## src/rtl/btn_debounce_pkg.sv

```systemverilog
// Shared types and helpers for the push-button debounce front end.
package btn_debounce_pkg;

    // Debouncer FSM: idle on a settled level, or qualifying a candidate change.
    typedef enum logic {
        STABLE = 1'b0,
        CHECK  = 1'b1
    } state_t;

    // Width of a counter that must hold values 0..cycles.
    function automatic int unsigned cnt_width(input int unsigned cycles);
        return $clog2(cycles + 1);
    endfunction

endpackage

```

## src/rtl/bit_sync.sv

```systemverilog
// Multi-flop synchronizer for a single asynchronous level; resets to 0.
module bit_sync #(
    parameter int unsigned SYNC_STAGES = 2
) (
    input  logic CK,
    input  logic RST,
    input  logic async_i,
    output logic sync_o
);

    logic [SYNC_STAGES-1:0] sync_q;

    // Plain shift chain, no logic between stages, to give metastability time to resolve.
    always_ff @(posedge CK or posedge RST) begin
        if (RST) begin
            sync_q <= '0;
        end else begin
            sync_q <= {sync_q[SYNC_STAGES-2:0], async_i};
        end
    end

    assign sync_o = sync_q[SYNC_STAGES-1];

endmodule

```

## src/rtl/btn_debounce_ce.sv

```systemverilog
// Button conditioner: synchronizes BTN, debounces it with a consecutive-sample
// counter and produces a clean level D plus a one-cycle accept strobe CE.
// Build option CE_BOTH_EDGES_EN: when defined CE pulses on accepted rises and
// falls; otherwise CE pulses only on accepted rises.
module btn_debounce_ce
    import btn_debounce_pkg::*;
#(
    parameter int unsigned SYNC_STAGES     = 2,
    parameter int unsigned DEBOUNCE_CYCLES = 16
) (
    input  logic CK,
    input  logic RST,
    input  logic BTN,
    output logic D,
    output logic CE,
    output logic BUSY
);

    localparam int unsigned CW = cnt_width(DEBOUNCE_CYCLES);
    localparam logic [CW-1:0] CNT_LAST = CW'(DEBOUNCE_CYCLES - 1);

    logic          s;
    state_t        state_q;
    logic [CW-1:0] cnt_q;
    logic          d_q;
    logic          ce_q;
    logic          busy_q;

    bit_sync #(
        .SYNC_STAGES(SYNC_STAGES)
    ) u_sync (
        .CK     (CK),
        .RST    (RST),
        .async_i(BTN),
        .sync_o (s)
    );

    // Debounce FSM with registered D/CE/BUSY; a change is accepted once s has
    // differed from D for DEBOUNCE_CYCLES consecutive samples.
    always_ff @(posedge CK or posedge RST) begin
        if (RST) begin
            state_q <= STABLE;
            cnt_q   <= '0;
            d_q     <= 1'b0;
            ce_q    <= 1'b0;
            busy_q  <= 1'b0;
        end else begin
            ce_q <= 1'b0;
            case (state_q)
                STABLE: begin
                    if (s != d_q) begin
                        state_q <= CHECK;
                        cnt_q   <= CW'(1);
                        busy_q  <= 1'b1;
                    end else begin
                        cnt_q <= '0;
                    end
                end
                CHECK: begin
                    if (s == d_q) begin
                        state_q <= STABLE;
                        cnt_q   <= '0;
                        busy_q  <= 1'b0;
                    end else if (cnt_q == CNT_LAST) begin
                        d_q     <= s;
`ifdef CE_BOTH_EDGES_EN
                        ce_q    <= 1'b1;
`else
                        ce_q    <= s;
`endif
                        state_q <= STABLE;
                        cnt_q   <= '0;
                        busy_q  <= 1'b0;
                    end else begin
                        cnt_q <= cnt_q + CW'(1);
                    end
                end
            endcase
        end
    end

    assign D    = d_q;
    assign CE   = ce_q;
    assign BUSY = busy_q;

endmodule

```

## config.mk

```make
export PLATFORM = sky130hd
export DESIGN_NAME = btn_debounce_ce
export DESIGN_NICKNAME = d
export VERILOG_FILES = /design/src/rtl/btn_debounce_pkg.sv /design/src/rtl/bit_sync.sv /design/src/rtl/btn_debounce_ce.sv
export SDC_FILE = /design/constraint.sdc
export NUM_CORES = 1
export LEC_CHECK = 0
export BUFFER_PORTS_ARGS = -buffer_cell sky130_fd_sc_hd__buf_2
export CORE_AREA = 2 2 39 41
export DETAILED_ROUTE_END_ITERATION = 8
export DIE_AREA = 0 0 41 43
export PLACE_DENSITY = 0.61
export SLEW_MARGIN = 20
export SYNTH_ARGS = -nofsm -noshare
export SYNTH_HDL_FRONTEND = slang
export SYNTH_HIERARCHICAL = 1
export SYNTH_SLANG_ARGS = --single-unit
```

## constraint.sdc

```tcl
create_clock -name CK -period 1.6 [get_ports CK]
set_input_delay 0.08 -clock CK [delete_from_list [all_inputs] [get_ports CK]]
set_output_delay 0.08 -clock CK [all_outputs]
set_load 0.02 [all_outputs]
```

==> metrics.md <==
| Metric | Value |
|---|---|
| Post-route setup slack | `178 ps` |
| Routed wire length per instance | `around 11 um` |
| YS warnings | `6` |
| Avg Inst Size Synth | `about 12 um2` |
| Mapped Cells | `37` |
| GP Congestion | `a little under 0.7` |
| DRT antenna net count | `0` |
| Netlist cell types | `18` |
| Mapped Area | `between 400 and 500 um2` |
| CTS resizes | `0` |
| Starting DRT DRC Count | `1` |
| Pin count of the biggest net entering global routing | `10` |
| RSZ-0062 raised after global routing | `false` |
| Post-CTS Setup Bufs | `0` |
| Hold_ws | `203 ps` |
| Setup violations, final | `0` |
| Dpl hpwl | `around 520 um` |
| Core area | `between 0.001 and 0.0015 mm2` |
| Fmax | `about 700 MHz` |
| Hold-fix buffers at CTS | `2` |
| First-pass GRT wire length | `1.30 mm` |
| Most common cell after layout, fill and taps aside | `dfrtp_1` |
| WP data required | `1760 ps` |
| Max-cap viol count | `0` |
| Final worst-path cycle share | `0.889` |
| Die area | `between 0.0015 and 0.002 mm2` |
| Place WS | `slightly below 200 ps` |
| Diodes inserted | `0` |
| Clock tree sinks | `11` |
| Power density over cell area | `between 900 and 1000 mW/mm2` |
| CTS Buffer Depth | `2` |
| CP endpoint kind | `register` |
| Die height | `around 43 um` |
| Fillers | `about 140` |
| Vias in the first global route | `310` |
| Setup crit start kind | `register` |
| Most frequent cells in the layout | `11 x dfrtp_1, 5 x buf_2, 4 x nand2_1, 4 x nor2_1, 3 x clkbuf_4` |
| Largest area contributor in the netlist | `dfrtp_1` |
| Final net count | `53` |
| Share of the synthesized area in the top cell type | `0.621` |
| CP arrival | `1580 ps` |
| Ratio of cells with drive above 1 in the final layout | `0.271` |
| TNS Setup | `0 ps` |
| Final Skew | `1.02 ps` |
| CTS tree | `built` |
| Slew margin rel. | `0.779` |
| GRT overflow | `0` |
| Die X | `~41 um` |
| Final std cells w/o fill | `64` |
| DRT Pass-1 Iters | `3` |
| Worst vdd ir | `389 uV` |
| Clk slew on worst S/H paths | `around 70 ps` |
| Worst-Margin Slew | `around 330 ps` |
| Sequential fraction of the synthesis area | `0.621` |
| Fin crit period | `between 1000 and 1500 ps` |
| Via/cell ratio | `4.70` |
| Outcome | `finished, final reports clean` |
| Setup CP Type | `reg -> reg` |
| Num CTS Buffers | `3` |
| DP Cell Count | `58` |
| Total Routed Length | `between 700 and 800 um` |
| FP Rows | `14` |
| I/O pin total | `6` |
| Clock Latency Late Sink | `between 200 and 300 ps` |
| Clk root buf | `clkbuf_4` |
| Area grow syn2layout | `20.6%` |
| Drt drc | `0` |
| Flops & latches, synth | `11` |
| Leakage | `~0.26 nW` |
| Critical path fanouts, max | `4` |
| Fin. max-slew vios | `0` |
| H-Tree Level Count | `1` |
| Final Hold Fails | `0` |
| Vias | `301` |
| Net Count, Synth | `41` |
| Initial Utilization | `0.320` |
| IO Port Bufs | `5` |
| Initial antenna violation count | `0` |
| Worst Hold Class | `in -> async` |
| Leading post-synthesis cells by cell area | `dfrtp_1 62%, xor2_1 4.0%, mux2_4 3.4%` |
| Global Route Usage Sum | `0.118` |
## flip-flops by register name, indices dropped and copies added (netlist names)
name / flops
D: 1
u_sync/sync_q: 2
state_q: 1
CE: 1
cnt_q: 5
BUSY: 1
## layer usage
metal	up-vias	global-route usage	wire (um)
li1	142	-	-
met1	150	0.137	310
met2	6	0.169	370
met3	3	0.0314	25
met4	0	0.100	25
met5	-	0	0
## worst max-delay path, cell delays in order, from the launching register on
cell	delay (ps)
dfrtp_1	380
ha_1	220
and4b_1	320
nand2_2	90
mux2_4	300
## area by class of cell
| cell class | count | area, um2 | share of cell area |
|---|---|---|---|
| Timing Repair Buffer | 8 | 52.6 | 0.0984 |
| Inverter | 2 | 7.51 | 0.0141 |
| Sequential cell | 11 | 275 | 0.515 |
| Tap cell | 16 | 20.0 | 0.0375 |
| Clock buffer | 4 | 26.3 | 0.0492 |
| Multi-Input combinational cell | 23 | 153 | 0.286 |
## where the power goes
part / switching, W / internal (W) / total, W
sequential: 0.00000736 / 0.000288 / 0.000295
clock: 0.0000906 / 0.0000966 / 0.000187
combinational: 0.0000186 / 0.0000153 / 0.0000339
## cells in the mapped netlist
| cell type | instances |
|---|---|
| dfrtp_1 | 11 |
| o21ai_0 | 1 |
| xnor2_1 | 1 |
| nor2_1 | 4 |
| nor3_1 | 1 |
| ha_1 | 1 |
| xor2_1 | 2 |
| buf_4 | 1 |
| o22ai_1 | 1 |
| and2_1 | 1 |
| nor3b_2 | 1 |
| nand3_1 | 2 |
| mux2_4 | 1 |
| and2_2 | 1 |
| and4b_1 | 1 |
| nand2_1 | 4 |
| nand2_2 | 1 |
| inv_1 | 2 |
## final timing paths
path	from	end	slack, ps	cells after the start
max	cnt_q[0]	D	180	4
min	RST	u_sync/sync_q[0]	200	3
max reg2reg	cnt_q[0]	D	180	4
min reg2reg	u_sync/sync_q[0]	u_sync/sync_q[1]	350	0
max in group asynchronous	RST	CE	1040	3
min in group CK	u_sync/sync_q[0]	u_sync/sync_q[1]	350	0
## cell families after synthesis
| logic type | count (synthesis) | share of synthesized area |
|---|---|---|
| buffers and inverters | 3 | 0.0339 |
| adders and majority gates | 1 | 0.0282 |
| DFF | 11 | 0.621 |
| muxes | 1 | 0.0339 |
| xor gates and xnor gates | 3 | 0.0593 |
| and+or+nand+nor | 16 | 0.198 |
| AOI/OAI and AO/OA | 2 | 0.0254 |
## metrics by stage
step / power (W) / util / area, um2
2_1_floorplan: 0.000320 / - / 443
6_report: 0.000516 / 0.386 / 534
5_1_grt: 0.000541 / 0.386 / 534
4_1_cts: 0.000524 / 0.386 / 534
3_3_place_gp: 0.000330 / 0.353 / 488
3_5_place_dp: 0.000332 / 0.353 / 488
(Power assumes the default switching activity.)
